--- src/rtl/sync_fifo_ext.sv ---
// Single-clock FIFO with occupancy count, programmable almost-full/almost-empty
// thresholds, sticky overflow/underflow flags and selectable standard/FWFT read.
module sync_fifo_ext #(
    parameter int unsigned DATA_WIDTH = 8,
    parameter int unsigned FIFO_DEPTH = 16,
    parameter bit          FWFT       = 1'b0,
    parameter int unsigned AF_THR     = FIFO_DEPTH - 2,
    parameter int unsigned AE_THR     = 2
) (
    input  logic                          clk,
    input  logic                          rst_n,
    input  logic                          wr_en,
    input  logic [DATA_WIDTH-1:0]         wr_data,
    input  logic                          rd_en,
    output logic [DATA_WIDTH-1:0]         rd_data,
    output logic                          full,
    output logic                          empty,
    output logic                          almost_full,
    output logic                          almost_empty,
    output logic [$clog2(FIFO_DEPTH):0]   count,
    output logic                          overflow,
    output logic                          underflow,
    input  logic                          clr_err
);

    localparam int unsigned AW = $clog2(FIFO_DEPTH);
    localparam int unsigned CW = AW + 1;

    logic [DATA_WIDTH-1:0] mem [FIFO_DEPTH];

    logic [AW-1:0] wr_ptr_q, wr_ptr_d;
    logic [AW-1:0] rd_ptr_q, rd_ptr_d;
    logic [CW-1:0] count_q, count_d;
    logic          overflow_q, overflow_d;
    logic          underflow_q, underflow_d;
    logic          wr_acc, rd_acc;

    assign full         = (count_q == CW'(FIFO_DEPTH));
    assign empty        = (count_q == '0);
    assign almost_full  = (count_q >= CW'(AF_THR));
    assign almost_empty = (count_q <= CW'(AE_THR));
    assign count        = count_q;
    assign overflow     = overflow_q;
    assign underflow    = underflow_q;

    // Acceptance uses pre-edge flags: a full FIFO still pops, an empty one still pushes.
    always_comb begin
        wr_acc   = wr_en & ~full;
        rd_acc   = rd_en & ~empty;
        wr_ptr_d = wr_acc ? wr_ptr_q + AW'(1) : wr_ptr_q;
        rd_ptr_d = rd_acc ? rd_ptr_q + AW'(1) : rd_ptr_q;
        count_d  = count_q + CW'(wr_acc) - CW'(rd_acc);

        overflow_d = overflow_q;
        if (wr_en & full) begin
            overflow_d = 1'b1;
        end else if (clr_err) begin
            overflow_d = 1'b0;
        end

        underflow_d = underflow_q;
        if (rd_en & empty) begin
            underflow_d = 1'b1;
        end else if (clr_err) begin
            underflow_d = 1'b0;
        end
    end

    always_ff @(posedge clk or negedge rst_n) begin
        if (!rst_n) begin
            wr_ptr_q    <= '0;
            rd_ptr_q    <= '0;
            count_q     <= '0;
            overflow_q  <= 1'b0;
            underflow_q <= 1'b0;
        end else begin
            wr_ptr_q    <= wr_ptr_d;
            rd_ptr_q    <= rd_ptr_d;
            count_q     <= count_d;
            overflow_q  <= overflow_d;
            underflow_q <= underflow_d;
        end
    end

    always_ff @(posedge clk) begin
        if (wr_acc) begin
            mem[wr_ptr_q] <= wr_data;
        end
    end

    generate
        if (FWFT) begin : g_fwft
            // Head word is shown directly; a write to an empty FIFO is visible after its edge.
            assign rd_data = mem[rd_ptr_q];
        end else begin : g_std
            logic [DATA_WIDTH-1:0] rd_data_q, rd_data_d;

            always_comb begin
                rd_data_d = rd_data_q;
                if (rd_acc) begin
                    rd_data_d = mem[rd_ptr_q];
                end
            end

            always_ff @(posedge clk or negedge rst_n) begin
                if (!rst_n) begin
                    rd_data_q <= '0;
                end else begin
                    rd_data_q <= rd_data_d;
                end
            end

            assign rd_data = rd_data_q;
        end
    endgenerate

endmodule

--- config.mk ---
export PLATFORM = sky130hd
export DESIGN_NAME = sync_fifo_ext
export DESIGN_NICKNAME = d
export VERILOG_FILES = /design/src/rtl/sync_fifo_ext.sv
export SDC_FILE = /design/constraint.sdc
export NUM_CORES = 1
export LEC_CHECK = 0
export CORE_ASPECT_RATIO = 0.8
export CORE_MARGIN = 1
export CORE_UTILIZATION = 57
export CTS_CLUSTER_DIAMETER = 60
export DETAILED_ROUTE_END_ITERATION = 10
export GPL_TIMING_DRIVEN = 0
export PLACE_DENSITY = 0.81
export SYNTH_ARGS = -nofsm -noshare
export SYNTH_HDL_FRONTEND = slang
export SYNTH_SLANG_ARGS = --single-unit
export TNS_END_PERCENT = 20
--- constraint.sdc ---
create_clock -name clk -period 7.45 [get_ports clk]
set_clock_uncertainty 0.1 [all_clocks]
set_input_delay 2.235 -clock clk [delete_from_list [all_inputs] [get_ports clk]]
set_output_delay 2.235 -clock clk [all_outputs]
set_load 0.005 [all_outputs]
* Word-level counts from Yosys, hierarchy flattened
Memory sizes are Yosys's and may differ from the RTL's. A register that Yosys moved wholly into a read port is not among the register bits. Cells that the tools add are included.
Storage, ports and cells: flip-flop bits (word level) 15, bits in latches 0, RAM bits 128, memory bits (read-only) 0, input bits 13, output and inout bits 19, word-level logic and storage cells 28, memories kept 1
Memory list:
- mem | words 16, bits a word 8, rd ports 1, clocked after memory_dff 1, wr ports 1, RTL line 29 | logic [DATA_WIDTH-1:0] mem [FIFO_DEPTH];
Operators by class: $add $sub $neg 4, multiply operators 0, div/mod/pow operators 0, $lt $le $gt $ge 2, equal/unequal tests 1, shift-type cells 0, muxes and demuxes 5, bitwise operators 6, reduce and logical (&&, ||, !) cells 4
Operator list (count):
- $add A4 B1 Y4 const B | 2
- $add A5 B1 Y5 | 1
- $eq A5 B5 Y1 const B | 1
- $ge A5 B4 Y1 const B | 1
- $le A5 B2 Y1 const B | 1
- $logic_not A5 Y1 | 1
- $mux W1 | 5
- $sub A5 B1 Y5 | 1
- $and A1 B1 Y1 | 4
- $reduce_bool A2 Y1 | 2
- $not A1 Y1 | 2
- $logic_not A1 Y1 | 1

* Depth between registers and ports, before layout
Gate-level depths: netlist of run 1.
depth in word-level cells 5, depth in mapped cells 13, gate-level depth less buffers 13

* Least setup slack after synthesis of run 1
Ideal clock, no wire load.
kind input-to-reg, from input port rd_en, to register count_q[4] (netlist: count[4]), arrival time 3.800 ns, slack 3.422 ns, stages on the path 11, cell sequence inv_1 > buf_2 > nor2_2 > ha_1 > inv_1 > ha_1 > inv_1 > fa_1 > o21bai_1 > a21oi_1 > xor2_1
Between the ends: word-level cells in the longest chain between the ends 2
Ends and longest elaborated chain:
- from (decl) | RTL line 14 | input logic rd_en,
- $and A1 B1 Y1 | RTL line 49 | rd_acc = rd_en & ~empty;
- net rd_acc | RTL line 36 | logic wr_acc, rd_acc;
- $sub A5 B1 Y5 | RTL line 52 | count_d = count_q + CW'(wr_acc) - CW'(rd_acc);
- net count_d[4] | RTL line 33 | logic [CW-1:0] count_q, count_d;
- to (signal assigned) | RTL line 79 | count_q <= count_d;
- to (decl) | RTL line 33
The timed path passes the listed nets, and every way through them passes these cells. A chain may end at the register's enable or synchronous reset.

* Worst setup path in the final report of run 1
from register count_q[2] (netlist: count[2]), to output port empty
Between the ends: word-level cells in the longest chain between the ends 1
Ends and longest elaborated chain:
- $logic_not A5 Y1 | RTL line 39 | assign empty = (count_q == '0);
- to (decl) | RTL line 17 | output logic empty,
No other way between the ends.

==> flow_metrics.tcl, run 1 <==
set metrics [dict create \
    synth_seq_cells 151 \
    detail_route.wl_per_cell_um 23.0 \
    post-synth-top-area-cell "edfxtp_1" \
    syn_inst 319 \
    gp_congestion 0.792 \
    die_height_um 95.2 \
    vias_per_cell 6.08 \
    slew_headroom_pct 16.5 \
    finalInstanceArea_um2 7260 \
    layout-drive-gt1-share_pct 19.2 \
    final_core_util_pct 69.8 \
    required_ns 5.12 \
    finalCritPeriodShare_pct 63.8 \
    diodes 0 \
    root_buffer "clkbuf_16" \
    holdPathStages 1 \
    hold-path-endpoint "underflow$_DFFE_PN0P_" \
    cts_made_buffers 17 \
    ant_nets 0 \
    io_pins 32 \
    syn_nets 349 \
    cp_cell_sequence "inv_1, ha_1, or4b_4, inv_2, buf_4, clkdlybuf4s50_1" \
    clock-sinks 151 \
    cts.clk_slew.worst_paths_ns 0.06 \
    p_leak_nw 2.59 \
    min_period_ns 4.75 \
    yosys_warnings 0 \
    setup_violations 0 \
    cp.arrival_ns 2.42 \
    ys_types 37 \
    io_buffers 31 \
    status "finished, final reports clean" \
    yosys-top-cells-area "edfxtp_1 62%, mux4_2 9.5%, dfrtp_1 9.3%" \
    power.density_nw_per_um2 396 \
    reg2reg_slack_ns 4.49 \
    worst_pin_slew_ns 1.24 \
    die_w_um 119 \
    start_util_pct 59.5 \
    grt_pass1_wl_um 18300 \
    whs_ns 0.407 \
    grt_pass1_vias 3212 \
    drv_slew 0 \
    worstRegToRegCells 13 \
    h-tree-depth 4 \
    drt-pass1-iter-count 5 \
    setup_tns_ns 0 \
    critPathSlowestCell "clkdlybuf4s50_1" \
    hold_start "underflow$_DFFE_PN0P_" \
    final_hold_viol_count 0 \
    path_delay_family "buffers and inverters" \
    cts_tree "yes" \
    critPathLaunchType "register" \
    dp_hpwl_um 7960 \
    critPathMaxStageDelay_ns 0.51 \
    postCtsHoldBufs 0 \
    rsz0062_at_grt "no" \
    fmax_mhz 210 \
    insertion_delay_ns 0.42 \
    placed_area_um2 6680 \
    power.total_mw 2.87 \
    drt-initial-drc-count 427 \
    critical_path_class "reg -> out" \
    rows 33 \
    worstPathMaxFanout 10 \
    yosysSeqAreaShare_pct 71.4 \
    hold_class "reg -> reg" \
    vdd_drop_max_mv 0.232 \
    r2r_start "count[2]$_DFF_PN0_" \
    nNetsFinal 399 \
    grt_usage_pct 23.7 \
    maxCapViolCount 0 \
    synth_top_area_share_pct 62.1 \
    cts_buffer_depth 2 \
    syn_area_um2 6190 \
    crit_buf_inv 4 \
    antenna_found_initial 0 \
    post_cts_resized 0 \
    grt_max_degree 24 \
    fill_cells 657 \
    synth.avg_cell_area_um2 19.4 \
    r2r_end "count[4]$_DFF_PN0_" \
    die-area_um2 11300 \
    cts_setup_buffers 0 \
    area_delta_synth_final_pct 17.3 \
    wl_um 12000 \
    design.core.area_um2 10400 \
    drc_errors 0 \
    routed-via-count 3159 \
    grt_remaining_overflow 0 \
    end_kind "primary output" \
]
## layout make-up
type	count	area [µm²]	area share, %
flip-flops and latches	151	4420	60.8
inverters	15	56.3	0.775
multi-input cells	137	1590	21.9
repair buffers	31	310	4.27
well taps	140	175	2.41
clock inverters	12	154	2.12
clock buffers	18	429	5.91
plain buffers	16	129	1.77
## sequential cells by signal (all words and copies together) (netlist names)
register	flops
rd_data	8
overflow	1
rd_ptr_q	4
count	5
underflow	1
wr_ptr_q	4
mem	128
## report_power, final
part | internal (mW) | switching, mW | total, mW | leakage (nW)
registers | 1.06 | 0.0708 | 1.13 | 1.43
logic | 0.448 | 0.456 | 0.904 | 0.872
clock network | 0.522 | 0.321 | 0.843 | 0.280
## kinds of logic after synthesis
logic type	synth area share (%)
flip-flops	71.4
buffers and inverters	2.99
XOR/XNOR	1.27
AO/OA/AOI/OAI	2.67
AND/OR/NAND/NOR	3.09
adder cells (fa/ha/maj)	3.56
multiplexers	15.0
## per-layer routing
metal	global-route usage (%)	vias to the layer above	part of all wire [%]	wire (µm)
li1	-	1370	-	-
met1	32.6	1612	42	5090
met2	36.2	150	47	5630
met3	7.00	27	8.3	990
met4	9.39	0	2.3	271
met5	0	-	0	0
## worst max path at each step
stage	from	endpoint	cells past startpoint	slack (ns)
final	count[2]$_DFF_PN0_	empty	6	2.70
after global routing	count[2]$_DFF_PN0_	empty	6	2.56
after CTS	count[2]$_DFF_PN0_	empty	6	2.68
after detailed placement	rd_en	count[4]$_DFF_PN0_	12	2.63
after global placement	rd_en	count[4]$_DFF_PN0_	12	2.68
after floorplan	rd_en	count[4]$_DFF_PN0_	11	3.42
## cells in the mapped netlist (all sizes together)
| cell | instances |
|---|---|
| nor2b | 1 |
| mux2i | 16 |
| mux2 | 2 |
| nand3b | 1 |
| nor3 | 5 |
| a21oi | 3 |
| buf | 14 |
| or3 | 1 |
| mux4 | 32 |
| nand2 | 3 |
| fa | 1 |
| xor2 | 4 |
| dfrtp | 23 |
| inv | 15 |
| xnor2 | 5 |
| a22o | 2 |
| ha | 16 |
| nand4bb | 1 |
| nor2 | 13 |
| o221ai | 8 |
| edfxtp | 128 |
| clkbuf | 2 |
| o21bai | 2 |
| nand2b | 2 |
| or4b | 1 |
| o21ai | 8 |
| nand3 | 8 |
| and3 | 1 |
| o21a | 1 |
## through the flow
stage,cells,setup WS (ns)
after floorplan,319,3.42
after global placement,490,2.68
after detailed placement,490,2.63
after CTS,520,2.68
after global routing,520,2.56
final,520,2.70
## cells in the final DEF, fill, tap and decap left out, types with 2 or more instances in the layout
cell,synthesis,final
mux2i_1,16,16
xor2_1,4,4
nand2_1,3,3
nand2b_1,2,2
inv_1,14,14
buf_2,5,5
ha_1,16,16
clkinv_2,0,2
o21bai_1,2,2
clkdlybuf4s50_1,0,31
nand3_1,8,8
o221ai_1,8,8
edfxtp_1,128,128
clkbuf_1,2,3
clkbuf_16,0,17
clkinv_4,0,3
nor2_1,12,12
o21ai_0,8,8
a21oi_1,3,3
buf_4,4,4
dfrtp_1,23,23
mux4_1,6,6
buf_12,2,2
clkinvlp_4,0,2
xnor2_1,5,5
bufinv_16,0,3
a22o_1,2,2
buf_6,2,2
mux4_2,26,26
nor3_1,5,4
Power figures use the tool's default switching activity.
==> inputs of run 2 (changes only) <==
==> constraint.sdc (replaced) <==
create_clock -name clk -period 4.79 [get_ports clk]
set_clock_uncertainty 0.1 [all_clocks]
set_input_delay 1.437 -clock clk [delete_from_list [all_inputs] [get_ports clk]]
set_output_delay 1.437 -clock clk [all_outputs]
set_load 0.005 [all_outputs]
==> results of run 2 <==
Same layout as run 1 (identical final DEF). Status: finished, final reports clean.
Among the figures that moved: setup slack after placement 2.63 ns -> 0.763 ns; setup slack after layout 2.70 ns -> 0.834 ns; register-to-register setup slack 4.49 ns -> 1.83 ns; total power 2.87 mW -> 4.47 mW; worst IR drop on VDD 0.232 mV -> 0.361 mV
==> inputs of run 3 (changes only) <==
==> constraint.sdc (replaced) <==
create_clock -name clk -period 4 [get_ports clk]
set_clock_uncertainty 0.1 [all_clocks]
set_input_delay 1.2 -clock clk [delete_from_list [all_inputs] [get_ports clk]]
set_output_delay 1.2 -clock clk [all_outputs]
set_load 0.005 [all_outputs]
==> results of run 3 <==
Same layout as run 1 (identical final DEF). Status: finished, final reports clean.
Among the figures that moved: setup slack after placement 2.63 ns -> 0.210 ns; setup slack after layout 2.70 ns -> 0.281 ns; register-to-register setup slack 4.49 ns -> 1.04 ns; total power 2.87 mW -> 5.35 mW; worst IR drop on VDD 0.232 mV -> 0.432 mV
